## src/rtl/lcd_bus_sequencer.sv

```systemverilog
// rtl/lcd_bus_sequencer.sv - HD44780-style LCD bus sequencer with power-up init
// Turns byte transfers into timed RS/DATA/EN bus cycles after running the init ROM.
module lcd_bus_sequencer #(
  parameter int unsigned T_PWRUP_CYC = 750000,
  parameter int unsigned T_SETUP_CYC = 2,
  parameter int unsigned T_EN_CYC    = 25,
  parameter int unsigned T_HOLD_CYC  = 2,
  parameter int unsigned T_CMD_CYC   = 2000,
  parameter int unsigned T_LONG_CYC  = 82000,
  parameter int unsigned CNT_W       = 20
) (
  input  logic       i_clk,
  input  logic       i_reset,
  input  logic       i_valid,
  input  logic       i_rs,
  input  logic [7:0] i_data,
  output logic       o_ready,
  output logic       o_init_done,
  output logic       o_lcd_on,
  output logic       o_lcd_en,
  output logic       o_lcd_rs,
  output logic       o_lcd_rw,
  output logic [7:0] o_lcd_data
);

  typedef enum logic [2:0] {
    S_PWRUP,
    S_INIT_LOAD,
    S_SETUP,
    S_PULSE,
    S_HOLD,
    S_WAIT,
    S_IDLE
  } state_t;

  // Terminal timer values: a phase of N cycles ends when the timer reads N-1.
  localparam logic [CNT_W-1:0] PWRUP_LAST = CNT_W'(T_PWRUP_CYC - 1);
  localparam logic [CNT_W-1:0] SETUP_LAST = CNT_W'(T_SETUP_CYC - 1);
  localparam logic [CNT_W-1:0] EN_LAST    = CNT_W'(T_EN_CYC - 1);
  localparam logic [CNT_W-1:0] HOLD_LAST  = CNT_W'(T_HOLD_CYC - 1);
  localparam logic [CNT_W-1:0] CMD_LAST   = CNT_W'(T_CMD_CYC - 1);
  localparam logic [CNT_W-1:0] LONG_LAST  = CNT_W'(T_LONG_CYC - 1);

  state_t           state_q, state_d;
  logic [CNT_W-1:0] timer_q, timer_d;
  logic [1:0]       idx_q, idx_d;
  logic             init_done_q, init_done_d;
  logic             lcd_on_q, lcd_on_d;
  logic             rs_q, rs_d;
  logic [7:0]       data_q, data_d;

  logic [7:0]       rom_data;
  logic             long_wait;
  logic [CNT_W-1:0] wait_last;

  always_comb begin
    rom_data = 8'h38;
    unique case (idx_q)
      2'd0: rom_data = 8'h38;
      2'd1: rom_data = 8'h0C;
      2'd2: rom_data = 8'h01;
      2'd3: rom_data = 8'h06;
      default: rom_data = 8'h38;
    endcase
  end

  // Clear (0x01) and home (0x02/0x03) need the long execution wait.
  assign long_wait = !rs_q && (data_q[7:2] == 6'd0) && (data_q[1:0] != 2'd0);
  assign wait_last = long_wait ? LONG_LAST : CMD_LAST;

  always_comb begin
    state_d     = state_q;
    timer_d     = timer_q + CNT_W'(1);
    idx_d       = idx_q;
    init_done_d = init_done_q;
    lcd_on_d    = lcd_on_q;
    rs_d        = rs_q;
    data_d      = data_q;

    unique case (state_q)
      S_PWRUP: begin
        if (timer_q == PWRUP_LAST) begin
          state_d  = S_INIT_LOAD;
          timer_d  = '0;
          lcd_on_d = 1'b1;
        end
      end
      S_INIT_LOAD: begin
        rs_d    = 1'b0;
        data_d  = rom_data;
        state_d = S_SETUP;
        timer_d = '0;
      end
      S_SETUP: begin
        if (timer_q == SETUP_LAST) begin
          state_d = S_PULSE;
          timer_d = '0;
        end
      end
      S_PULSE: begin
        if (timer_q == EN_LAST) begin
          state_d = S_HOLD;
          timer_d = '0;
        end
      end
      S_HOLD: begin
        if (timer_q == HOLD_LAST) begin
          state_d = S_WAIT;
          timer_d = '0;
        end
      end
      S_WAIT: begin
        if (timer_q == wait_last) begin
          timer_d = '0;
          state_d = S_IDLE;
          if (!init_done_q) begin
            idx_d = idx_q + 2'd1;
            if (idx_q == 2'd3) begin
              init_done_d = 1'b1;
            end else begin
              state_d = S_INIT_LOAD;
            end
          end
        end
      end
      S_IDLE: begin
        timer_d = '0;
        if (i_valid) begin
          rs_d    = i_rs;
          data_d  = i_data;
          state_d = S_SETUP;
        end
      end
      default: begin
        state_d = S_PWRUP;
        timer_d = '0;
      end
    endcase
  end

  always_ff @(posedge i_clk) begin
    if (i_reset) begin
      state_q     <= S_PWRUP;
      timer_q     <= '0;
      idx_q       <= 2'd0;
      init_done_q <= 1'b0;
      lcd_on_q    <= 1'b0;
      rs_q        <= 1'b0;
      data_q      <= 8'h00;
    end else begin
      state_q     <= state_d;
      timer_q     <= timer_d;
      idx_q       <= idx_d;
      init_done_q <= init_done_d;
      lcd_on_q    <= lcd_on_d;
      rs_q        <= rs_d;
      data_q      <= data_d;
    end
  end

  assign o_ready     = (state_q == S_IDLE);
  assign o_lcd_en    = (state_q == S_PULSE);
  assign o_init_done = init_done_q;
  assign o_lcd_on    = lcd_on_q;
  assign o_lcd_rs    = rs_q;
  assign o_lcd_rw    = 1'b0;
  assign o_lcd_data  = data_q;

endmodule

```

## config.mk

```make
export PLATFORM = sky130hd
export DESIGN_NAME = lcd_bus_sequencer
export DESIGN_NICKNAME = d
export VERILOG_FILES = /design/src/rtl/lcd_bus_sequencer.sv
export SDC_FILE = /design/constraint.sdc
export NUM_CORES = 1
export LEC_CHECK = 0
export CAP_MARGIN = 20
export CORE_UTILIZATION = 50
export DETAILED_ROUTE_END_ITERATION = 6
export PLACE_DENSITY = 0.75
export SLEW_MARGIN = 20
export SYNTH_ARGS = -nofsm -noshare
export SYNTH_HDL_FRONTEND = slang
export SYNTH_SLANG_ARGS = --single-unit
export TNS_END_PERCENT = 1
```

## constraint.sdc

```tcl
create_clock -name i_clk -period 1.7 [get_ports i_clk]
set_input_delay 0.255 -clock i_clk [delete_from_list [all_inputs] [get_ports i_clk]]
set_output_delay 0.255 -clock i_clk [all_outputs]
set_load 0.01 [all_outputs]
```

==> flow_summary.toml <==
[worst_setup_path]
cp_max_fo = 5
end_kind = "flop"
crit_arrival_ps = 2090
worstPathRequired_ps = 1880
path_class = "flop to flop"
crit_path_start_kind = "flop"

[sta]
finalHoldViolCount = 0
setup_violations = 24
final.min_clock_period_ps = 1910
post-route-period-util_pct = 112
skew_ps = 3.96
rsz0062_at_grt = "true"
tns_ps = -3300
setup_ws_ps = -206
fmax_mhz = 525
slew_viol_final = 0

[pwr]
p_per_area_mw_per_mm2 = 1060
p_leak_nw = 1.09
p_int_w = 0.00198
power_w = 0.00308
p_seq_share_pct = 34.3
p_sw_share_pct = 35.7
clkPwrFrac_pct = 21.4
p_sw_w = 0.00110
pwr-share-comb_pct = 44.3
ir_drop_v = 0.000890

[yosys]
yosysWarnings = 0
seq_area_frac_synth_pct = 35.0
ys_ff_latch = 36
async_reset_ff_share_pct = 0
synth_edf_count = 0
avgSynthCellArea_um2 = 8.41
syn-num-nets = 264
syn_inst = 245
synth_cell_types = 51
syn-cell-area_mm2 = 0.00206
ys.flop_type = "dfxtp_1"

[floorplanning]
die_width_um = 66.2
start_util_pct = 54.2
rows = 22
core_mm2 = 0.00380
io_pins = 26
dieHeight_um = 66.2
die_area_mm2 = 0.00438

[worst_hold_path]
worstHoldPathType = "flop to flop"

[clock_network]
cts-htree-levels = 2
root_buffer = "clkbuf_8"
cts_buffers = 5
cts_buffer_depth = 2
cts_hold_buf = 0
cts.clk_slew.worst_paths_ps = 70
insertion_delay_ps = 290
cts.sinks = 36
cts_tree = "built"
postCtsSetupRepairBufs = 0

[layout]
diodes = 0
fin_util_pct = 76.4
layout_commonest_cell = "buf_4"
final_cells = 362
drive_above_1_share_pct = 28.7
final_nets = 333
syn_to_final_growth_pct = 40.9
final_cell_mix = "52 x buf_4, 29 x dfxtp_1, 22 x a211oi_1, 22 x clkdlybuf4s50_1, 20 x nor2_1"

[routing]
vias_per_cell = 5.79
drt_pre_antenna_iters = 6
via_count = 2096
antenna_left = 0
drc = 0
drt-wirelength-per-cell_um = 15.1
drt_first_iter_violations = 141
drt_wl_total_mm = 5.48

[global_route]
grtUsageMet1_pct = 37.1
grtUsageMet3_pct = 5.52
grt_pass1_vias = 1976
grt_usage_pct = 27.7
grt_overflow_total = 0
grt_start_max_net_pins = 21
grt_pass1_wl_mm = 9.20
use_met2_pct = 43.8
top_usage_layer = "met2"
antenna_found_initial = 0

[place]
hpwl_mm = 3.92
io_buffers = 24
gp_congestion = 0.879
place_ws_ps = -210
dp_cells = 355

[flow_run]
maxCapViolations = 0

[outcome]
status = "complete, but fails checks"
failed_checks = "setup timing"
[cell families (layout without fill, tap and decap cells)]
| group | Yosys count | count (layout) | synth area share (%) |
|---|---|---|---|
| multiplexers | 2 | 2 | 0.972 |
| XOR/XNOR | 17 | 17 | 7.23 |
| AND/OR/NAND/NOR | 94 | 94 | 25.5 |
| adder cells (fa/ha/maj) | 7 | 7 | 4.25 |
| buffers and inverters | 32 | 101 | 6.93 |
| AO/OA/AOI/OAI | 56 | 56 | 19.9 |
| flip-flops | 36 | 36 | 35.0 |
| other | 1 | 1 | 0.182 |
[Yosys cell counts, drive strengths merged (7+ instances only)]
cell | n | area share (%)
dfxtp | 36 | 35
a211oi | 23 | 9.0
nor2 | 21 | 3.8
inv | 14 | 2.6
nand3 | 13 | 3.2
a21oi | 11 | 2.7
nand2 | 11 | 2.0
buf | 10 | 2.9
nor3 | 10 | 2.4
nand4 | 9 | 2.7
xnor2 | 9 | 3.8
clkbuf | 8 | 1.5
xor2 | 8 | 3.4
ha | 7 | 4.3
nor4 | 7 | 2.4
[layer usage]
metal  up-vias  wire length, um
met3        12              302
li1       1031                -
met4         0              105
met2        80             2520
met1       973             2550
met5         -                0
[path summary, 6_finish.rpt]
check	depth (start not counted)	startpoint	slack (ps)	endpoint
max	5	timer_q[12]	-210	idx_q[0]
min reg2reg	2	o_lcd_on	460	o_lcd_on
max reg2reg	5	timer_q[12]	-210	idx_q[0]
min	2	o_lcd_on	460	o_lcd_on
[flip-flops by register name (all words and copies together), names as in the netlist]
signal,count
timer_q,20
o_lcd_data,8
state_q,3
idx_q,2
o_init_done,1
o_lcd_on,1
o_lcd_rs,1
[critical path, stage by stage (launching register included)]
cell	delay, ps
dfxtp_1	370
nor3_1	330
nand3_1	310
or4_4	580
o21ai_2	130
a21oi_1	70
[layout make-up]
class                      count  area, um^2
multi-input combinational    177        1270
fill                         280         896
sequential                    36         732
timing repair buffer          80         691
clock buffer                   7        96.3
tap                           48        60.1
inverter                      14        52.6
[through the flow]
step,area (um^2),hold slack [ps]
after floorplan,2080,327
after global placement,2730,432
after detailed placement,2730,443
after CTS,2860,452
after global routing,2900,469
final,2900,459
[power groups by stage]
stage               registers [W]  clock network [W]  logic (W)
floorplan                 0.00106                  0   0.000711
global placement          0.00106                  0    0.00123
detailed placement        0.00106                  0    0.00126
CTS                       0.00105           0.000663    0.00128
global route              0.00107           0.000697    0.00148
finish                    0.00106           0.000661    0.00136
[repair_timing]
action	CTS	global route
gates resized for setup	14	8
setup endpoints to repair	26	25
pin swaps	3	3
Power figures use the tool's default switching activity.
